===== src/rtl/coin_acceptor.sv =====
// coin_acceptor: front end between two raw coin sensors and the vending FSM.
// Each sensor is synchronized, debounced and turned into a single registered
// accept pulse (five_in / ten_in) or a reject pulse (coin_reject).
// After a coin is released, a lockout interval ignores the sensors.
//
// Optional feature: define COIN_TOTAL_EN to add the clear_total input and a
// saturating 8-bit running total, coin_total, of accepted value.
module coin_acceptor #(
  parameter int DEBOUNCE_CYCLES = 4,
  parameter int LOCKOUT_CYCLES  = 8
) (
  input  logic       clock,
  input  logic       reset,
  input  logic       coin5_raw,
  input  logic       coin10_raw,
  input  logic       enable,
`ifdef COIN_TOTAL_EN
  input  logic       clear_total,
  output logic [7:0] coin_total,
`endif
  output logic       five_in,
  output logic       ten_in,
  output logic       coin_reject,
  output logic       busy
);

  typedef enum logic [1:0] {
    S_IDLE         = 2'd0,
    S_DEBOUNCE     = 2'd1,
    S_WAIT_RELEASE = 2'd2,
    S_LOCKOUT      = 2'd3
  } state_t;

  // The IDLE sample counts as the first one, so acceptance happens when the
  // count already holds DEBOUNCE_CYCLES-1 and one more good sample arrives.
  localparam logic [7:0] DB_LAST = 8'(DEBOUNCE_CYCLES - 1);
  localparam logic [7:0] LK_INIT = 8'(LOCKOUT_CYCLES);

  logic   r_s5_meta;
  logic   r_s5;
  logic   r_s10_meta;
  logic   r_s10;

  state_t r_state;
  logic [7:0] r_cnt;
  logic   r_is10;
  logic   r_five;
  logic   r_ten;
  logic   r_reject;
  logic   r_busy;

  logic   w_coin_hi;
  logic   w_other_hi;

  // Two-flop synchronizers on both raw sensors; only the second flop is used.
  always_ff @(posedge clock or posedge reset) begin
    if (reset) begin
      r_s5_meta  <= 1'b0;
      r_s5       <= 1'b0;
      r_s10_meta <= 1'b0;
      r_s10      <= 1'b0;
    end else begin
      r_s5_meta  <= coin5_raw;
      r_s5       <= r_s5_meta;
      r_s10_meta <= coin10_raw;
      r_s10      <= r_s10_meta;
    end
  end

  // Select the latched coin's sensor and the opposite sensor for debouncing.
  always_comb begin
    w_coin_hi  = r_is10 ? r_s10 : r_s5;
    w_other_hi = r_is10 ? r_s5  : r_s10;
  end

  // Main FSM: one shared counter serves both debounce and lockout timing.
  always_ff @(posedge clock or posedge reset) begin
    if (reset) begin
      r_state  <= S_IDLE;
      r_cnt    <= 8'd0;
      r_is10   <= 1'b0;
      r_five   <= 1'b0;
      r_ten    <= 1'b0;
      r_reject <= 1'b0;
      r_busy   <= 1'b0;
    end else begin
      r_five   <= 1'b0;
      r_ten    <= 1'b0;
      r_reject <= 1'b0;
      case (r_state)
        S_IDLE: begin
          if (r_s5 ^ r_s10) begin
            r_is10  <= r_s10;
            r_cnt   <= 8'd1;
            r_state <= S_DEBOUNCE;
            r_busy  <= 1'b1;
          end else if (r_s5 && r_s10) begin
            r_reject <= 1'b1;
            r_state  <= S_WAIT_RELEASE;
            r_busy   <= 1'b1;
          end
        end
        S_DEBOUNCE: begin
          if (w_coin_hi && !w_other_hi) begin
            if (r_cnt == DB_LAST) begin
              // enable matters only here, at the acceptance point
              if (enable) begin
                r_five <= ~r_is10;
                r_ten  <= r_is10;
              end else begin
                r_reject <= 1'b1;
              end
              r_cnt   <= 8'd0;
              r_state <= S_WAIT_RELEASE;
            end else begin
              r_cnt <= r_cnt + 8'd1;
            end
          end else begin
            // glitch or second coin during debounce: drop it silently
            r_cnt   <= 8'd0;
            r_state <= S_IDLE;
            r_busy  <= 1'b0;
          end
        end
        S_WAIT_RELEASE: begin
          if (!r_s5 && !r_s10) begin
            r_cnt   <= LK_INIT;
            r_state <= S_LOCKOUT;
          end
        end
        S_LOCKOUT: begin
          r_cnt <= r_cnt - 8'd1;
          if (r_cnt <= 8'd1) begin
            r_cnt   <= 8'd0;
            r_state <= S_IDLE;
            r_busy  <= 1'b0;
          end
        end
        default: begin
          r_cnt   <= 8'd0;
          r_state <= S_IDLE;
          r_busy  <= 1'b0;
        end
      endcase
    end
  end

  assign five_in     = r_five;
  assign ten_in      = r_ten;
  assign coin_reject = r_reject;
  assign busy        = r_busy;

`ifdef COIN_TOTAL_EN
  logic [7:0] r_total;

  function automatic logic [7:0] sat_add8(input logic [7:0] a, input logic [7:0] b);
    logic [8:0] sum;
    sum = {1'b0, a} + {1'b0, b};
    return sum[8] ? 8'hFF : sum[7:0];
  endfunction

  // Running total of accepted value; clear wins over a coincident add.
  always_ff @(posedge clock or posedge reset) begin
    if (reset) begin
      r_total <= 8'd0;
    end else if (clear_total) begin
      r_total <= 8'd0;
    end else if (r_five) begin
      r_total <= sat_add8(r_total, 8'd5);
    end else if (r_ten) begin
      r_total <= sat_add8(r_total, 8'd10);
    end
  end

  assign coin_total = r_total;
`endif

endmodule


===== config.mk =====
export PLATFORM = sky130hd
export DESIGN_NAME = coin_acceptor
export DESIGN_NICKNAME = d
export VERILOG_FILES = /design/src/rtl/coin_acceptor.sv
export SDC_FILE = /design/constraint.sdc
export NUM_CORES = 1
export LEC_CHECK = 0
export ABC_CLOCK_PERIOD_IN_PS = 2400
export BUFFER_PORTS_ARGS = -buffer_cell sky130_fd_sc_hd__buf_4
export CORE_ASPECT_RATIO = 1.25
export CORE_MARGIN = 2
export CORE_UTILIZATION = 40
export CTS_CLUSTER_DIAMETER = 60
export DETAILED_ROUTE_END_ITERATION = 10
export HOLD_SLACK_MARGIN = 0.03
export MAX_ROUTING_LAYER = met4
export PLACE_DENSITY_LB_ADDON = 0.3
export SETUP_SLACK_MARGIN = 0.05
export SLEW_MARGIN = 20
export SYNTH_ARGS = -nofsm -noshare
export SYNTH_HDL_FRONTEND = slang
export SYNTH_SLANG_ARGS = --single-unit

===== constraint.sdc =====
create_clock -name clock -period 2.4 [get_ports clock]
set_clock_uncertainty 0.05 [all_clocks]
set_input_delay 0.6 -clock clock [delete_from_list [all_inputs] [get_ports clock]]
set_output_delay 0.6 -clock clock [all_outputs]
set_load 0.02 [all_outputs]

# Word level (Yosys, flattened, before mapping)
# Cells that the tools add are included.
# classes
add_sub_neg	2
order_cmp	1
n_eq_ne	10
n_mux	34
n_bitwise	2
reduce_logical	12
# ops
operator	n
$mux W8	5
$pmux W8 S4	1
$mux W1	19
$mux W2	6
$add A8 B1 Y8 const B	1
$eq A8 B2 Y1 const B	1
$le A8 B1 Y1 const B	1
$ne A2 B2 Y1 const B	4
$pmux W2 S4	1
$reduce_and A4 Y1	2
$sub A8 B1 Y8 const B	1
$ne A3 B3 Y1 const B	2
$eq A2 B2 Y1 const B	2
$reduce_and A2 Y1	2
$logic_and A1 B1 Y1	3
$logic_not A1 Y1	3
$pmux W1 S3	1
$reduce_bool A3 Y1	1
$eq A2 B1 Y1 const B	1
$logic_not A2 Y1	1
$pmux W1 S2	1
$not A1 Y1	1
$xor A1 B1 Y1	1
# word_totals
register_bits	19
in_bits	5
output_inout_bits	4
wordCells	72

# Logic depth before layout (Yosys ltp)
# logic_depth
ltp_word	5
ltp_mapped	7
depth_no_buf	7

# Least setup slack after synthesis
# Ideal clock, no wire load.
# synth_path
path_type	register to register
startpoint	register r_cnt[5]
endpoint	register r_cnt[7]
setup_time_ps	118
arrival_ps	1546
required_time_ps	2232
path_slack_ps	685
stages_incl_launch_ff	7
path_buffers	1
synth_period_minus_slack_ps	1715
path_cell_list	dfrtp_1 nor3_2 nand3_2 and2_4 buf_6 a221o_1 a21o_1
# synth_via
elab_chain_len	4
word_cells_on_any_way	8
cone_classes	2 x add/sub; 1 x order compare; 1 x eq/ne; 4 x mux
# synth_lines
item	line	text
start: declaration	45	logic [7:0] r_cnt;
start signal: assignment	116	r_cnt <= r_cnt + 8'd1;
start signal: assignment	132	r_cnt <= r_cnt - 8'd1;
$add A8 B1 Y8 / $eq A8 B2 Y1 (equally long branches)	116, 105	
$mux W8	105	if (r_cnt == DB_LAST) begin
$mux W8	104	if (w_coin_hi && !w_other_hi) begin
$pmux W8 S4 (*)	90	case (r_state)
# Mark *: on every way between the ends. The rest lies on a longest branch, timed or not.
# A chain may end at the register's enable or synchronous reset.

# Final worst setup path
# layout_path
startpoint	register r_cnt[0]
endpoint	register r_cnt[4]
# The elaborated chain is that of the path after synthesis.

==> impl_metrics.env <==
export IMPL_status="finished clean"
export IMPL_r2r_slack_ps=380
export IMPL_synth_top_family_by_area="compound AO/OA/AOI/OAI gates"
export IMPL_drtIter0Drc=59
export IMPL_fp_coreArea_um2=2710
export IMPL_wl_mm=2.25
export IMPL_finalMaxSlewViolations=0
export IMPL_yosysUniqueCellTypes=40
export IMPL_ff_latch_area_um2=475
export IMPL_cp_max_fo=7
export IMPL_rsz0062_at_grt="false"
export IMPL_swShare_pct=44.0
export IMPL_route_detailed_drc=0
export IMPL_final_util_pct=45.9
export IMPL_yosys_area_share_simple_pct=22.3
export IMPL_cts_buffers=3
export IMPL_rr_endpoint="r_cnt[4]"
export IMPL_pwr_share_seq_pct=41.8
export IMPL_ys_warn_count=0
export IMPL_wl_per_cell_um=14.1
export IMPL_htreeDepth=1
export IMPL_grt_max_degree=20
export IMPL_globalRouteTotalUtil_pct=16.6
export IMPL_maxCapViolations=0
export IMPL_p_comb_share_pct=46.2
export IMPL_cp_end_kind="flip-flop"
export IMPL_max_freq_mhz=495
export IMPL_synthCells=118
export IMPL_antenna_cells=0
export IMPL_place_hpwl_mm=1.72
export IMPL_tns_ps=0
export IMPL_firstDrtPassIters=4
export IMPL_holdCritStartpoint="r_s5_meta"
export IMPL_leakagePower_nw=0.536
export IMPL_setup_violations=0
export IMPL_dieArea_um2=3290
export IMPL_fin_area_um2=1240
export IMPL_cts_root_buffer="clkbuf_4"
export IMPL_p_sw_mw=0.604
export IMPL_dpl_cell_area_um2=1210
export IMPL_antenna_found_initial=0
export IMPL_post_route_min_period_ps=2020
export IMPL_hold_class="reg2reg"
export IMPL_drive_above_1_share_pct=15.9
export IMPL_synth_area_um2=1140
export IMPL_via_per_inst=5.83
export IMPL_synthMuxAreaShare_pct=0
export IMPL_routabilityCongestion=0.864
export IMPL_final_cell_count_no_fill=160
export IMPL_crit_start="r_cnt[0]"
export IMPL_arrival_ps=2220
export IMPL_reg2regPathDepth=6
export IMPL_grt_pass1_vias=939
export IMPL_multiInputGateArea_um2=618
export IMPL_dr_wl_met3_um=110
export IMPL_worst_pin_slew_ps=683
export IMPL_postRouteAntennaNets=0
export IMPL_cts_tree="yes"
export IMPL_ys_ff_latch=19
export IMPL_die_h_um=63.6
export IMPL_die_x_um=51.7
export IMPL_dp_cells=156
export IMPL_rows=21
export IMPL_cts_repair_resized=0
export IMPL_synth_compound_area_share_pct=24.6
export IMPL_top_layer="met4"
export IMPL_post_cts_buffers=0
export IMPL_final_nets=138
export IMPL_synthToLayoutAreaGrowth_pct=9.24
export IMPL_io_pins=9
export IMPL_holdPathEnd="r_s5"
export IMPL_power_per_cell_area_nw_per_um2=1100
export IMPL_crit_required_ps=2600
export IMPL_synth_xor_area_share_pct=0.770
export IMPL_ir_drop_uv=527
export IMPL_reg2reg_from="r_cnt[0]"
export IMPL_grt_pass1_wl_mm=4.09
export IMPL_cp_start_kind="flip-flop"
export IMPL_hold_viol_final=0
export IMPL_wl_met2_mm=1.12
export IMPL_overflow=0
export IMPL_intPower_mw=0.768
export IMPL_fill_cells=260
export IMPL_path_clk_slew_ps=110
export IMPL_synth_nets=129
export IMPL_hold_path_depth=0
export IMPL_clockBufferDepth=2
export IMPL_vias=932
export IMPL_finalCritPeriodShare_pct=84.1
export IMPL_cts_hold_buffers=0
export IMPL_critPathKind="reg2reg"
export IMPL_insertion_delay_ps=300
export IMPL_start_util_pct=42.0
export IMPL_yosysSeqAreaShare_pct=41.8
export IMPL_post_synth_cell_area_avg_um2=9.64
export IMPL_synthAdderAreaFrac_pct=6.60
export IMPL_cts_sinks=19
export IMPL_wl_met1_um=977
export IMPL_io_buffers=8
export IMPL_pwr_share_clk_pct=11.9
export IMPL_max_slew_margin_pct=54.4
==> cells by family (layout without fill, tap and decap cells) <==
| group | count (synthesis) | count (layout) |
|---|---|---|
| adders and majority gates | 6 | 6 |
| buffers and inverters | 9 | 17 |
| xor gates and xnor gates | 1 | 1 |
| and+or+nand+nor | 44 | 44 |
| AOI/OAI and AO/OA | 39 | 39 |
| DFF | 19 | 19 |
==> through the flow <==
| stage | power, mW | worst slack, ps | hold slack [ps] |
|---|---|---|---|
| after floorplan | 1.07 | 685 | 281 |
| after global placement | 1.20 | 505 | 283 |
| after detailed placement | 1.21 | 436 | 289 |
| after CTS | 1.38 | 403 | 315 |
| after global routing | 1.51 | 221 | 323 |
| final | 1.37 | 382 | 311 |
==> placed cells by master, fill, tap and decap left out, types with 2 or more instances in the layout <==
cell      count
inv_1         5
o31ai_1       2
and3_1        3
nor2b_1       2
o221ai_1      2
buf_4         8
nand3b_1      2
a21oi_1      12
o21ai_0       6
ha_1          6
a21o_1        2
nand3_1       4
o32a_1        2
a221oi_1      2
nand2_1      10
nand2b_1      5
clkbuf_4      3
dfrtp_1      19
nor3_1        2
nor2_1        9
==> critical path, cell delays in order (launching register included) <==
cell     delay (ps)
dfrtp_1         450
inv_1            90
ha_1            280
o21a_1          240
a21oi_1         480
a32o_1          240
o32a_1          140
==> cell type report <==
class / count / area share (%)
sequential: 19 / 38.3
clock inverter: 1 / 0.403
multi-input combinational: 90 / 49.7
clock buffer: 3 / 1.81
timing repair buffer: 8 / 4.83
inverter: 5 / 1.51
tap: 34 / 3.42
==> worst max-delay path by stage <==
stage / endpoint / slack (ps) / cells past startpoint
3_3_place_gp: r_cnt[4] / 500 / 6
6_report: r_cnt[4] / 380 / 6
4_1_cts: r_cnt[4] / 400 / 6
5_1_grt: busy / 220 / 6
2_1_floorplan: r_cnt[7] / 690 / 6
3_5_place_dp: r_cnt[4] / 440 / 6
==> registers in the layout, indices dropped and copies added (netlist names) <==
signal / cells
r_s10_meta: 1
r_cnt: 8
r_s5: 1
r_is10: 1
r_state: 2
coin_reject: 1
r_s10: 1
ten_in: 1
busy: 1
five_in: 1
r_s5_meta: 1
==> power groups by stage <==
stage / combinational, mW / sequential (mW) / clock [mW]
finish: 0.634 / 0.574 / 0.164
global route: 0.720 / 0.596 / 0.189
CTS: 0.635 / 0.573 / 0.171
detailed placement: 0.633 / 0.579 / 0
global placement: 0.625 / 0.575 / 0
floorplan: 0.558 / 0.513 / 0
==> cell usage after synthesis <==
master      n  share of area (%)
nor2b_1     2                1.1
buf_2       2               0.88
a221oi_1    2                1.5
nor2_1      9                3.0
a21o_2      1               0.77
o221a_2     1               0.99
o221a_1     1               0.99
a211oi_1    1               0.66
o32a_1      2                1.8
o22ai_1     1               0.55
o31ai_1     2                1.3
a2bb2oi_1   1               0.77
nor3_1      2               0.88
inv_1       5                1.7
dfrtp_1    19                 42
nor3b_1     1               0.66
nand4bb_1   1               0.99
a21oi_4     1                1.4
or3b_4      1               0.99
and2_4      1               0.77
a21o_1      2                1.3
nor3_4      1                1.4
and3_1      3                1.7
o21a_1      1               0.66
nand3_2     1               0.88
a221o_1     1               0.88
nand2b_1    5                2.8
o221ai_1    2                1.5
a21boi_0    1               0.66
nand3b_1    2                1.3
a32o_1      1               0.88
nand2_1    10                3.3
o21ai_0     6                2.6
a21oi_1    12                5.3
buf_6       1               0.99
xnor2_1     1               0.77
nand3_1     4                1.8
ha_1        6                6.6
nor3_2      1               0.88
clkbuf_1    1               0.33
==> routing by layer <==
metal  GRT usage [%]  up-vias
li1                -      447
met2            26.0       29
met3            1.90        6
met5               -        -
met1            20.4      450
met4            9.21        0
(Power assumes the default switching activity.)
